$ cat config.mk
export PLATFORM = sky130hd
export DESIGN_NAME = bcd_to_bits
export DESIGN_NICKNAME = d
export VERILOG_FILES = /design/src/rtl/bcd_pkg.sv /design/src/rtl/bcd_digit_mac.sv /design/src/rtl/bcd_to_bits.sv
export SDC_FILE = /design/constraint.sdc
export NUM_CORES = 1
export LEC_CHECK = 0
export ABC_AREA = 1
export CAP_MARGIN = 40
export CORE_ASPECT_RATIO = 0.6
export CORE_MARGIN = 10
export CORE_UTILIZATION = 25
export DETAILED_ROUTE_END_ITERATION = 10
export PLACE_DENSITY = 0.39
export SYNTH_ARGS = -nofsm -noshare
export SYNTH_HDL_FRONTEND = slang
export SYNTH_HIERARCHICAL = 1
export SYNTH_SLANG_ARGS = --single-unit
$ cat constraint.sdc
create_clock -name clk -period 7.6 [get_ports clk]
set_clock_uncertainty 0.2 [all_clocks]
set_input_delay 1.52 -clock clk [delete_from_list [all_inputs] [get_ports clk]]
set_output_delay 1.52 -clock clk [all_outputs]
set_load 0.05 [all_outputs]
$ cat src/rtl/bcd_pkg.sv
// Shared definitions for the BCD entry path: sign nibble codes, word geometry,
// range limits, FSM state encoding and the FIX-stage result evaluation.
// The bits generator uses the same sign constants.
package bcd_pkg;

  localparam logic [3:0]  SIGN_NEG  = 4'hA;
  localparam logic [3:0]  SIGN_POS  = 4'hF;
  localparam logic [3:0]  DIGIT_MAX = 4'd9;
  localparam int unsigned NDIG      = 3;

  localparam logic [9:0] S_POS_MAX = 10'd127;
  localparam logic [9:0] S_NEG_MAX = 10'd128;
  localparam logic [9:0] U_MAX     = 10'd255;

  typedef enum logic [1:0] {
    ST_IDLE = 2'd0,
    ST_ACC  = 2'd1,
    ST_FIX  = 2'd2,
    ST_DONE = 2'd3
  } state_e;

  typedef struct packed {
    logic [7:0] number;
    logic       err;
    logic       ovf;
  } result_t;

  // Priority-ordered classification of an accumulated word; the first
  // matching rule wins and a flagged result always carries number 0.
  function automatic result_t fix_result(input logic [9:0] acc,
                                         input logic [3:0] sign,
                                         input logic       signed_mode,
                                         input logic       bad);
    result_t res;
    logic    neg;
    logic    sign_ok;
    res     = '0;
    neg     = (sign == SIGN_NEG);
    sign_ok = neg || (sign == SIGN_POS);
    if (bad || !sign_ok) begin
      res.err = 1'b1;
    end else if (signed_mode &&
                 ((!neg && (acc > S_POS_MAX)) || (neg && (acc > S_NEG_MAX)))) begin
      res.ovf = 1'b1;
    end else if (!signed_mode && (acc > U_MAX)) begin
      res.ovf = 1'b1;
    end else if (!signed_mode && (neg != (acc >= S_NEG_MAX))) begin
      // unsigned words must carry the minus nibble exactly when bit 7 is set
      res.err = 1'b1;
    end else if (signed_mode && neg) begin
      res.number = ~acc[7:0] + 8'd1;
    end else begin
      res.number = acc[7:0];
    end
    return res;
  endfunction

endpackage

$ cat src/rtl/bcd_digit_mac.sv
// Combinational decimal multiply-accumulate step: acc_o = acc_i*10 + digit_i.
// Ports: acc_i (10b running value), digit_i (BCD nibble),
//        acc_o (10b updated value), digit_ok_o (digit_i is 0..9).
module bcd_digit_mac
  import bcd_pkg::*;
(
  input  logic [9:0] acc_i,
  input  logic [3:0] digit_i,
  output logic [9:0] acc_o,
  output logic       digit_ok_o
);

  always_comb begin
    // *10 as shift-and-add; only malformed digits can wrap, and those are flagged
    acc_o      = (acc_i << 3) + (acc_i << 1) + {6'b0, digit_i};
    digit_ok_o = (digit_i <= DIGIT_MAX);
  end

endmodule

$ cat src/rtl/bcd_to_bits.sv
// Sequential sign+3-digit packed BCD to 8-bit binary decoder.
// Ports: clk, rst_n (async active-low); in_valid/in_ready + bits[15:0] +
//        signed_flg input handshake; out_valid/out_ready output handshake with
//        number[7:0], err (malformed word), ovf (outside 8-bit range).
module bcd_to_bits
  import bcd_pkg::*;
(
  input  logic        clk,
  input  logic        rst_n,
  input  logic        in_valid,
  output logic        in_ready,
  input  logic [15:0] bits,
  input  logic        signed_flg,
  output logic        out_valid,
  input  logic        out_ready,
  output logic [7:0]  number,
  output logic        err,
  output logic        ovf
);

  localparam logic [1:0] LAST_DIG = 2'(NDIG - 1);

  state_e      state_q, state_d;
  logic [15:0] word_q, word_d;
  logic        sgn_q, sgn_d;
  logic [9:0]  acc_q, acc_d;
  logic [1:0]  cnt_q, cnt_d;
  logic        bad_q, bad_d;
  logic [7:0]  number_q, number_d;
  logic        err_q, err_d;
  logic        ovf_q, ovf_d;

  logic [3:0]  digit;
  logic [9:0]  mac_acc;
  logic        digit_ok;
  result_t     fix_res;

  // hundreds first
  always_comb begin
    digit = word_q[3:0];
    case (cnt_q)
      2'd0:    digit = word_q[11:8];
      2'd1:    digit = word_q[7:4];
      default: digit = word_q[3:0];
    endcase
  end

  bcd_digit_mac u_mac (
    .acc_i      (acc_q),
    .digit_i    (digit),
    .acc_o      (mac_acc),
    .digit_ok_o (digit_ok)
  );

  always_comb begin
    fix_res = '0;
    fix_res = fix_result(acc_q, word_q[15:12], sgn_q, bad_q);
  end

  always_ff @(posedge clk or negedge rst_n) begin
    if (!rst_n) begin
      state_q  <= ST_IDLE;
      word_q   <= '0;
      sgn_q    <= 1'b0;
      acc_q    <= '0;
      cnt_q    <= '0;
      bad_q    <= 1'b0;
      number_q <= '0;
      err_q    <= 1'b0;
      ovf_q    <= 1'b0;
    end else begin
      state_q  <= state_d;
      word_q   <= word_d;
      sgn_q    <= sgn_d;
      acc_q    <= acc_d;
      cnt_q    <= cnt_d;
      bad_q    <= bad_d;
      number_q <= number_d;
      err_q    <= err_d;
      ovf_q    <= ovf_d;
    end
  end

  always_comb begin
    state_d  = state_q;
    word_d   = word_q;
    sgn_d    = sgn_q;
    acc_d    = acc_q;
    cnt_d    = cnt_q;
    bad_d    = bad_q;
    number_d = number_q;
    err_d    = err_q;
    ovf_d    = ovf_q;
    case (state_q)
      ST_IDLE: begin
        if (in_valid) begin
          state_d = ST_ACC;
          word_d  = bits;
          sgn_d   = signed_flg;
          acc_d   = '0;
          cnt_d   = '0;
          bad_d   = 1'b0;
        end
      end
      ST_ACC: begin
        acc_d = mac_acc;
        bad_d = bad_q | ~digit_ok;
        cnt_d = cnt_q + 2'd1;
        if (cnt_q == LAST_DIG) state_d = ST_FIX;
      end
      ST_FIX: begin
        number_d = fix_res.number;
        err_d    = fix_res.err;
        ovf_d    = fix_res.ovf;
        state_d  = ST_DONE;
      end
      ST_DONE: begin
        if (out_ready) state_d = ST_IDLE;
      end
      default: state_d = ST_IDLE;
    endcase
  end

  always_comb begin
    in_ready  = (state_q == ST_IDLE);
    out_valid = (state_q == ST_DONE);
    number    = number_q;
    err       = err_q;
    ovf       = ovf_q;
  end

endmodule

Word-level counts from Yosys, hierarchy flattened
Index checks and enable logic that the tools add are counted.
{ "totals": {"inputBits": 21, "output_inout_bits": 12, "elab_cells": 71, "register_bits": 42} }
{ "op_classes": {"n_bitwise": 3, "n_eq_ne": 11, "n_lt_le_gt_ge": 5, "n_mux": 21, "addsub": 4, "n_reduce_logical": 18} }
{ "ops": {"columns": ["op", "n"], "rows": [
  ["2-to-1 mux 8 bit", 3],
  ["greater-than comparator 10 x 8 -> 1 bit (second input constant)", 2],
  ["one-hot mux 10 bit (2 select lines)", 1],
  ["2-to-1 mux 9 bit", 2],
  ["adder 10 bit", 1],
  ["adder 10 x 4 -> 10 bit", 1],
  ["greater-or-equal comparator 10 x 8 -> 1 bit (second input constant)", 1],
  ["greater-than comparator 10 x 7 -> 1 bit (second input constant)", 1],
  ["2-to-1 mux 10 bit", 1],
  ["adder 8 x 1 -> 8 bit (second input constant)", 1],
  ["== test 4 bit (second input constant)", 2],
  ["2-to-1 mux 2 bit", 4],
  ["inverter 8 bit", 1],
  ["one-hot mux 2 bit (4 select lines)", 1],
  ["one-hot mux 4 bit (2 select lines)", 1],
  ["== test 2 bit (second input constant)", 3],
  ["logical AND 1 bit", 6],
  ["2-to-1 mux 1 bit", 6],
  ["== test 2 x 1 -> 1 bit (second input constant)", 2],
  ["less-or-equal comparator 4 bit (second input constant)", 1],
  ["zero test 2 bit", 2],
  ["!= test 2 bit (second input constant)", 2],
  ["one-hot mux 2 bit (2 select lines)", 1],
  ["AND reduction 2 bit", 2],
  ["10 further kinds", 14]
]} }

Logic depth before layout (Yosys ltp)
Gate-level depths: netlist of run 1.
{ "logic_depth": {"depth_word": 7, "mapped_depth": 17, "depth_no_buf": 17} }

Modules after synthesis
Netlist of run 1, hierarchy kept.
{ "modules_own_cells": {"columns": ["mod", "cells_per_inst", "area_per_inst_um2", "n_inst", "seq_area_each_um2"], "rows": [
  ["bcd_to_bits", 270, 2178.3, 1, 1051.0],
  ["bcd_digit_mac", 76, 490.5, 1, 0.0]
]} }

Least setup slack after synthesis of run 1
No wires, ideal clock.
{ "synth_timing": {"path_type": "reg-to-reg", "from": "register cnt_q[0]", "to": "register acc_q[8]", "path_stages_with_launch": 18, "n_path_buf": 0, "period_less_slack_ps": 2795, "arrival_ps": 2468, "required_time_ps": 7274, "setup_ps": 126, "setup_slack_ps": 4805, "cell_sequence": "dfrtp_1 -> inv_1 -> ha_1 -> nor2_1 -> a22oi_1 -> nand2_1 -> inv_1 -> fa_1 -> inv_1 -> fa_1 -> nand2_1 -> nand2_1 -> nand3b_1 -> nand2_1 -> nand2_1 -> nand2_1 -> nand3_1 -> o21ai_0"} }
{ "synth_via": {"elab_chain_len": 4, "elab_cells_between_ends": 5, "cone_classes": "1 x add/sub; 1 x eq/ne; 2 x mux; 1 x reduce/logical"} }
{ "synth_lines": {"columns": ["element", "line", "rtl"], "rows": [
  ["start, declared", "bcd_to_bits.sv:27", "logic [1:0] cnt_q, cnt_d;"],
  ["start signal, assigned", "bcd_to_bits.sv:76", "cnt_q <= cnt_d;"],
  ["== test 2 x 1 -> 1 bit / zero test 2 bit (equally long branches)", "bcd_to_bits.sv:41", "case (cnt_q)"],
  ["one-hot mux 4 bit (2 select lines) *", "bcd_to_bits.sv:41", null],
  ["named net digit[3]", "bcd_to_bits.sv:33", "logic [3:0] digit;"],
  ["adder 10 x 4 -> 10 bit *", "bcd_digit_mac.sv:15", "acc_o = (acc_i << 3) + (acc_i << 1) + {6'b0, digit_i};"],
  ["named net mac_acc[8]", "bcd_to_bits.sv:34", "logic [9:0] mac_acc;"],
  ["one-hot mux 10 bit (2 select lines) *", "bcd_to_bits.sv:94", "case (state_q)"],
  ["end signal, assigned", "bcd_to_bits.sv:65", "acc_q <= '0;"],
  ["end signal, assigned", "bcd_to_bits.sv:75", "acc_q <= acc_d;"],
  ["end, declared", "bcd_to_bits.sv:26", "logic [9:0] acc_q, acc_d;"]
]} }
The timed path passes the listed nets; every way through them passes the cells marked *.
A chain may end at the register's enable or synchronous reset.

Worst setup path in the final report of run 1
{ "layout_timing": {"from": "register state_q[0]", "to": "output port in_ready"} }
{ "layout_via": {"elab_chain_len": 1} }
{ "layout_lines": {"columns": ["element", "line", "rtl"], "rows": [
  ["start, declared", "bcd_to_bits.sv:23", "state_e state_q, state_d;"],
  ["start signal, assigned", "bcd_to_bits.sv:72", "state_q <= state_d;"],
  ["zero test 2 bit", "bcd_to_bits.sv:125", "in_ready = (state_q == ST_IDLE);"],
  ["end, declared", "bcd_to_bits.sv:11", "output logic in_ready,"]
]} }
No other way between the ends.

==> results of run 1 <==
==> worst max-delay path by stage <==
stage	from	endpoint	slack [ps]	cells past startpoint
2_1_floorplan	cnt_q[0]	acc_q[8]	4810	17
3_3_place_gp	in_valid	bad_q	4050	5
3_5_place_dp	in_valid	word_q[14]	4090	4
4_1_cts	state_q[0]	in_ready	3970	3
5_1_grt	state_q[1]	in_ready	3890	3
6_report	state_q[0]	in_ready	3990	3
==> state kept, by name (all words and copies together) (netlist names) <==
| register | count |
|---|---|
| word_q | 16 |
| acc_q | 10 |
| number | 8 |
| cnt_q | 2 |
| state_q | 2 |
| bad_q | 1 |
| err | 1 |
| ovf | 1 |
| sgn_q | 1 |
==> final cells by class <==
type	count	area [um^2]
Fill cell	1152	7170
Clock buffer	7	133
Tap cell	139	174
Multi-Input combinational cell	248	1400
Clock inverter	1	30.0
Timing Repair Buffer	34	343
Inverter	49	184
Sequential cell	42	1050
==> power groups by stage <==
stage / clock network [uW] / logic (uW) / registers [uW]
floorplan: 0 / 509 / 381
global placement: 0 / 683 / 387
detailed placement: 0 / 683 / 387
CTS: 254 / 690 / 384
global route: 263 / 803 / 395
finish: 247 / 680 / 381
==> layer usage <==
| layer | share of wire | up-vias |
|---|---|---|
| met3 | 0.039 | 6 |
| met5 | 0 | - |
| met4 | 0.0089 | 0 |
| met2 | 0.36 | 30 |
| met1 | 0.60 | 976 |
| li1 | - | 1167 |
==> kinds of logic (layout without fill, tap and decap cells) <==
logic type / count (synthesis) / in the layout
AND/OR/NAND/NOR: 176 / 176
AO/OA/AOI/OAI: 44 / 44
buffers and inverters: 56 / 91
flip-flops: 42 / 42
XOR/XNOR: 4 / 4
adder cells (fa/ha/maj): 24 / 24
==> critical path: stages (launching register included) <==
cell	delay [ps]
dfrtp_1	410
inv_1	110
ha_1	250
clkdlybuf4s50_1	840
==> through the flow <==
step	utilization	setup slack, ps
floorplan	-	4810
global placement	0.298	4050
detailed placement	0.301	4090
CTS	0.316	3970
global route	0.316	3890
finish	0.316	3990
==> layout by cell type, fill, tap and decap left out <==
| cell type | instances |
|---|---|
| a21oi_1 | 7 |
| a21oi_4 | 1 |
| a22oi_1 | 4 |
| buf_12 | 1 |
| buf_2 | 1 |
| buf_4 | 1 |
| bufinv_16 | 1 |
| clkbuf_1 | 2 |
| clkbuf_16 | 5 |
| clkdlybuf4s50_1 | 31 |
| dfrtp_1 | 42 |
| fa_1 | 2 |
| ha_1 | 22 |
| inv_1 | 42 |
| inv_2 | 7 |
| nand2_1 | 118 |
| nand2_2 | 1 |
| nand2_4 | 3 |
| nand3_1 | 29 |
| nand3_2 | 1 |
| nand3_4 | 1 |
| nand3b_1 | 1 |
| nand4_1 | 3 |
| nor2_1 | 14 |
| nor2_2 | 1 |
| nor2_4 | 2 |
| nor2_8 | 1 |
| o211ai_1 | 1 |
| o21ai_0 | 22 |
| o21ai_1 | 4 |
| o21ai_2 | 4 |
| o22ai_1 | 1 |
| or2_1 | 1 |
| xnor2_1 | 1 |
| xor2_1 | 3 |
==> impl_metrics.py, run 1 <==
metrics = {
    "run_status": {
        "status": "complete, no violations",
    },
    "placed_design": {
        "dpl-instance-area_mm2": 0.00315,
        "place_congestion": 0.731,
        "placed_cells": 512,
        "dpl.hpwl_mm": 5.39,
        "io_buffer_count": 32,
    },
    "timing": {
        "slew-limit-headroom": 0.582,
        "tns_ps": 0,
        "maxSlewViolCount": 0,
        "hold_viol": 0,
        "rsz0062_at_grt": "false",
        "min_period_over_period": 0.476,
        "whs_ps": 281,
        "final-setup-viol-count": 0,
        "min_period_ps": 3610,
        "worst_pin_slew_ps": 626,
        "fmaxAchievable_mhz": 277,
    },
    "worst_setup_path": {
        "r2r_end": "acc_q[8]",
        "arrival_ps": 1890,
        "worst-r2r-setup-slack_ps": 4400,
        "end_kind": "output pin",
        "start_kind": "register",
        "r2r_cells": 17,
        "r2r-start": "cnt_q[0]",
        "path_max_fanout": 5,
        "required_ps": 5880,
        "critical_path_class": "register to output pin",
    },
    "floorplanning": {
        "core.rowCount": 29,
        "chipWidth_um": 153,
        "boundaryPins": 33,
        "fp.dieH_um": 100,
        "fp.dieArea_mm2": 0.0153,
        "start_util": 0.255,
        "core_area_mm2": 0.0105,
    },
    "clock_tree": {
        "root_buffer": "clkbuf_16",
        "clock_tree.buffer_depth": 2,
        "cts_inserted_buffers": 5,
        "holdBufCountCts": 0,
        "cts-resized-gates": 0,
        "cts_sinks": 42,
        "cts_tree": "done",
        "post-cts-setup-buffer-count": 0,
        "htree_levels": 2,
        "clock_latency_ps": 290,
        "cts.clk_slew.worst_paths_ps": 60,
    },
    "synth": {
        "synthCells": 346,
        "yosys.cell_types.count": 31,
        "async_reset_ff_frac": 1.00,
        "synthFlopType": "dfrtp_1",
        "synth.mux.area_fraction": 0,
        "yosys_warnings": 6,
        "syn_nets": 391,
        "yosysTopAreaCellShare": 0.394,
        "synth.ff_latch_count": 42,
        "syn_area_mm2": 0.00267,
        "post_synth_and_or_nand_nor_area_fraction": 0.296,
        "synth_compound_area_frac": 0.0975,
        "yosysSeqAreaShare": 0.394,
        "netlist_top_cells_area": "dfrtp_1 39%, nand2_1 17%, ha_1 10%",
        "synth_edf_count": 0,
        "synthTopCellsByCount": "118 x nand2_1, 42 x dfrtp_1, 42 x inv_1",
        "yosysMostFrequentCell": "nand2_1",
        "synth_xor_xnor_area_share": 0.0131,
        "synthAdderAreaFrac": 0.118,
        "avgSynthCellArea_um2": 7.71,
        "synth_top_family_by_area": "simple AND/OR/NAND/NOR gates",
        "yosys.area.top_type": "dfrtp_1",
    },
    "power": {
        "p_leak_uw": 0.00169,
        "total_power_uw": 1310,
        "p_int_uw": 700,
        "power_frac_seq": 0.291,
        "p_sw_uw": 608,
        "power_density_mw_per_mm2": 395,
        "p_clk_frac": 0.189,
        "peakVddDrop_mv": 0.167,
        "comb_power_share": 0.520,
        "p_sw_frac": 0.465,
    },
    "global_route": {
        "grt-ovfl-total": 0,
        "grt_pass1_vias": 2295,
        "grt_max_degree": 33,
        "grt_pass1_wl_mm": 12.2,
        "antenna_found_initial": 0,
        "met1_usage": 0.150,
        "track_usage": 0.0957,
        "top_usage_layer": "met1",
        "met2_usage": 0.118,
        "grtUsageMet3": 0.0295,
    },
    "layout": {
        "finalNonFillerCells": 520,
        "layout.nets": 425,
        "final_layout_size_suffix_gt1_frac": 0.0814,
        "final_cell_area_mm2": 0.00331,
        "syn2layout_area_growth_pct": 24.2,
        "diodes": 0,
    },
    "min_path": {
        "hold_path.class": "register to register",
        "min_to": "word_q[15]",
        "min-delay-start": "word_q[15]",
        "hold_depth": 2,
    },
    "drt": {
        "ant_nets": 0,
        "wirelength_mm": 6.84,
        "drtIter0Drc": 109,
        "vias_per_cell": 4.19,
        "first_pass_iters": 4,
        "drcViolationCount": 0,
        "num_vias": 2179,
        "wl_per_cell_um": 13.1,
    },
    "run": {
        "cap_viol_max_count": 0,
    },
}
(Power assumes the default switching activity.)
==> run 2: changes to the inputs <==
Settings changed: PLACE_DENSITY 0.39 to 0.41.
Clock period 7.6 ns to 3.25 ns, I/O delays scaled along.
==> impl_metrics.py, run 2 (same netlist as run 1, synthesis figures left out) <==
metrics = {
    "clock_tree": {
        "root_buffer": "clkbuf_16",
        "cts.clk_slew.worst_paths_ps": 60,
        "post-cts-setup-buffer-count": 0,
        "clock_tree.buffer_depth": 2,
        "cts_inserted_buffers": 5,
        "clock_latency_ps": 290,
        "htree_levels": 2,
        "cts_sinks": 42,
        "cts_tree": "done",
    },
    "timing": {
        "min_period_ps": 2950,
        "slew-limit-headroom": 0.662,
        "whs_ps": 31.8,
        "rsz0062_at_grt": "false",
        "tns_ps": 0,
        "hold_viol": 0,
        "final-setup-viol-count": 0,
        "fmaxAchievable_mhz": 339,
        "min_period_over_period": 0.907,
        "maxSlewViolCount": 0,
        "worst_pin_slew_ps": 506,
    },
    "power": {
        "total_power_uw": 3020,
        "peakVddDrop_mv": 0.366,
        "p_leak_uw": 0.00170,
        "power_density_mw_per_mm2": 911,
    },
    "layout": {
        "syn2layout_area_growth_pct": 24.3,
        "mostFrequentLayoutCell": "nand2_1",
        "largest_register_ffs": 16,
        "layout.nets": 427,
        "final_cell_mix": "118 x nand2_1, 42 x inv_1, 42 x dfrtp_1",
        "diodes": 0,
        "regMostFlops": "word_q",
        "final_layout_size_suffix_gt1_frac": 0.0914,
    },
    "drt": {
        "ant_nets": 0,
        "drtIter0Drc": 112,
        "vias_per_cell": 4.30,
        "drcViolationCount": 0,
        "wl_per_cell_um": 12.9,
        "first_pass_iters": 4,
        "num_vias": 2247,
        "wirelength_mm": 6.76,
    },
    "global_route": {
        "antenna_found_initial": 0,
        "grt_pass1_wl_mm": 11.9,
        "grt-ovfl-total": 0,
        "grt_pass1_vias": 2335,
        "grt_max_degree": 32,
        "track_usage": 0.0937,
    },
    "worst_setup_path": {
        "start_kind": "register",
        "end_kind": "register",
        "arrival_ps": 2920,
        "required_ps": 3230,
        "worst-r2r-setup-slack_ps": 300,
        "path_max_fanout": 5,
        "critical_path_class": "register to register",
    },
    "floorplanning": {
        "core_area_mm2": 0.0105,
        "fp.dieArea_mm2": 0.0153,
        "start_util": 0.255,
        "boundaryPins": 33,
        "core.rowCount": 29,
        "chipWidth_um": 153,
        "fp.dieH_um": 100,
    },
    "run_status": {
        "status": "complete, no violations",
    },
    "placed_design": {
        "io_buffer_count": 32,
        "dpl.hpwl_mm": 5.40,
        "place_congestion": 0.742,
    },
    "run": {
        "cap_viol_max_count": 0,
    },
    "min_path": {
        "hold_path.class": "input port to async pin",
    },
}
## run 2: cell types whose count changed in the layout (fill, tap and decap cells not counted), sizes merged
cell	change
buf	+2
clkinv	+2
clkbuf	-1
bufinv	-1
## run 2: what timing repair did
| item | CTS | global route |
|---|---|---|
| endpoints found under the setup margin | 0 | 1 |
| gates resized for setup | 0 | 2 |
| hold buffers | 0 | 0 |
| endpoints found under the hold margin | 0 | 0 |
## run 2: power by group
part | leakage [uW] | internal [uW] | switching (uW) | total, uW
clock | 0.0000708 | 285 | 222 | 507
sequential | 0.000540 | 716 | 174 | 890
combinational | 0.00108 | 578 | 1050 | 1620
total | 0.00170 | 1580 | 1440 | 3020
## run 2: per-stage QoR
| stage | setup slack (ps) | util | instance area (um^2) | instances |
|---|---|---|---|---|
| floorplan | 455 | - | 2670 | 346 |
| global placement | 302 | 0.300 | 3150 | 513 |
| detailed placement | 201 | 0.302 | 3170 | 514 |
| CTS | 195 | 0.316 | 3310 | 522 |
| global route | 34.7 | 0.316 | 3320 | 522 |
| finish | 303 | 0.316 | 3320 | 522 |
## run 2: final timing paths
| kind | from | end | cells past startpoint |
|---|---|---|---|
| min reg2reg | word_q[0] | word_q[0] | 2 |
| min | rst_n | err | 1 |
| max reg2reg | cnt_q[0] | acc_q[8] | 17 |
| max | cnt_q[0] | acc_q[8] | 17 |
| max in group asynchronous | rst_n | word_q[0] | 2 |
| min in group clk | word_q[0] | word_q[0] | 2 |
## run 2: routing by layer
metal | global-route usage | vias up | routed length, um
met2 | 0.122 | 43 | 2470
met3 | 0.0333 | 6 | 410
met4 | 0.0239 | 0 | 59
met1 | 0.139 | 1023 | 3820
met5 | 0 | - | 0
li1 | - | 1175 | -
## run 2: critical path: stages, from the launching register on
cell	delay [ps]
dfrtp_1	350
inv_1	80
ha_1	290
nor2_4	140
a22oi_1	80
nand2_1	90
inv_1	50
fa_1	470
inv_1	70
fa_1	460
nand2_1	90
nand2_1	60
nand3b_1	100
nand2_1	60
nand2_1	50
nand2_1	50
nand3_1	70
o21ai_0	80
## run 2: layout make-up
type	instances	area, um^2
clock buffers	6	129
clock inverters	2	13.8
fillers	1097	7170
inverters	49	184
multi-input cells	248	1410
flip-flops and latches	42	1050
well taps	139	174
repair buffers	36	358
==> run 3: changes to the inputs <==
Settings changed: GPL_TIMING_DRIVEN set to 0.
==> impl_metrics.py, run 3 (same netlist as run 1, synthesis figures left out) <==
metrics = {
    "run_status": {
        "status": "complete, no violations",
    },
    "timing": {
        "tns_ps": 0,
        "fmaxAchievable_mhz": 333,
        "maxSlewViolCount": 0,
        "min_period_ps": 3000,
        "worst_pin_slew_ps": 506,
        "hold_viol": 0,
        "min_period_over_period": 0.924,
        "slew-limit-headroom": 0.661,
        "rsz0062_at_grt": "false",
        "final-setup-viol-count": 0,
    },
    "floorplanning": {
        "core.rowCount": 29,
        "chipWidth_um": 153,
        "start_util": 0.255,
        "fp.dieArea_mm2": 0.0153,
        "fp.dieH_um": 100,
        "core_area_mm2": 0.0105,
        "boundaryPins": 33,
    },
    "placed_design": {
        "dpl.hpwl_mm": 5.54,
        "dpl-instance-area_mm2": 0.00318,
        "placed_cells": 518,
        "place_congestion": 0.800,
        "io_buffer_count": 32,
    },
    "drt": {
        "ant_nets": 0,
        "wirelength_mm": 6.85,
        "num_vias": 2271,
        "drcViolationCount": 0,
        "wl_per_cell_um": 13.1,
        "drtIter0Drc": 146,
        "first_pass_iters": 7,
        "vias_per_cell": 4.33,
    },
    "layout": {
        "final_cell_area_mm2": 0.00333,
        "diodes": 0,
        "regMostFlops": "word_q",
        "largest_register_ffs": 16,
        "final_cell_mix": "118 x nand2_1, 42 x inv_1, 42 x dfrtp_1",
        "final_util": 0.317,
        "num-fill-cells": 1132,
        "finalNonFillerCells": 525,
        "layout.nets": 431,
        "mostFrequentLayoutCell": "nand2_1",
        "syn2layout_area_growth_pct": 24.6,
        "final_layout_size_suffix_gt1_frac": 0.0984,
    },
    "power": {
        "power_density_mw_per_mm2": 904,
        "total_power_uw": 3010,
        "peakVddDrop_mv": 0.377,
        "p_leak_uw": 0.00170,
    },
    "min_path": {
        "hold_path.class": "input port to async pin",
    },
    "worst_setup_path": {
        "crit_path_frequent_cell": "nand2_1",
        "max_stage_delay_ps": 480,
        "start_kind": "register",
        "cp_top_family": "adder cells",
        "crit_chain": "inv_1, ha_2, nor2_4, a22oi_1, nand2_1, inv_1, fa_1, inv_1, fa_1, nand2_1, nand2_1, nand3b_1, nand2_1, nand2_1, nand2_1, nand3_1, o21ai_0",
        "path_buf_inv": 3,
        "end_kind": "register",
        "critical_path_class": "register to register",
        "arrival_ps": 2970,
        "path_max_fanout": 5,
        "required_ps": 3210,
        "crit_slowest_cell": "fa_1",
    },
    "clock_tree": {
        "htree_levels": 2,
        "cts_sinks": 42,
        "clock_latency_ps": 280,
        "cts_tree": "done",
        "root_buffer": "clkbuf_16",
        "cts.clk_slew.worst_paths_ps": 60,
        "clock_tree.buffer_depth": 2,
        "cts_inserted_buffers": 5,
    },
    "global_route": {
        "grt-ovfl-total": 0,
        "antenna_found_initial": 0,
        "grt_pass1_wl_mm": 11.7,
        "grt_max_degree": 28,
        "grt_pass1_vias": 2288,
        "track_usage": 0.0917,
    },
    "run": {
        "cap_viol_max_count": 0,
    },
}
==> run 3: stage by stage <==
stage               setup slack [ps]  hold WS, ps
finish                           246         85.7
global placement                72.0          263
floorplan                        455          154
global route                    8.76          106
CTS                             33.1         92.2
detailed placement              45.1          267
==> run 3: final cells by class <==
| type | count | area [um^2] | area share |
|---|---|---|---|
| Multi-Input combinational cell | 248 | 1410 | 0.425 |
| Sequential cell | 42 | 1050 | 0.316 |
| Timing Repair Buffer | 33 | 335 | 0.101 |
| Inverter | 49 | 184 | 0.0553 |
| Tap cell | 139 | 174 | 0.0523 |
| Clock buffer | 5 | 125 | 0.0376 |
| Buffer | 7 | 33.8 | 0.0102 |
| Clock inverter | 2 | 10.0 | 0.00301 |
==> run 3: what timing repair did <==
item | 4_1_cts | 5_1_grt
gates resized for setup | 0 | 4
setup endpoints to repair | 0 | 3
setup buffers | 0 | 0
hold buffers | 0 | 0
==> run 3: final timing paths <==
check / to / slack (ps) / from / cells after the start
worst min register to register: number[7] / 280 / number[7] / 2
worst max-delay path: acc_q[8] / 250 / cnt_q[0] / 17
worst min-delay path: acc_q[8] / 90 / rst_n / 1
worst max register to register: acc_q[8] / 250 / cnt_q[0] / 17
min in group clk: number[7] / 280 / number[7] / 2
max in group asynchronous: word_q[4] / 2270 / rst_n / 2
==> run 3: power breakdown <==
part	total, uW	switching, uW	internal, uW	leakage, uW
Combinational	1650	1060	583	0.00109
Sequential	879	163	716	0.000540
Clock	480	203	278	0.0000694
==> run 3: per-layer routing <==
layer  GRT usage  wire (um)  vias to the layer above
met3      0.0329        362                        7
met1       0.136       3920                     1039
met4      0.0130         27                        0
met5           0          0                        -
li1            -          -                     1180
met2       0.124       2540                       45
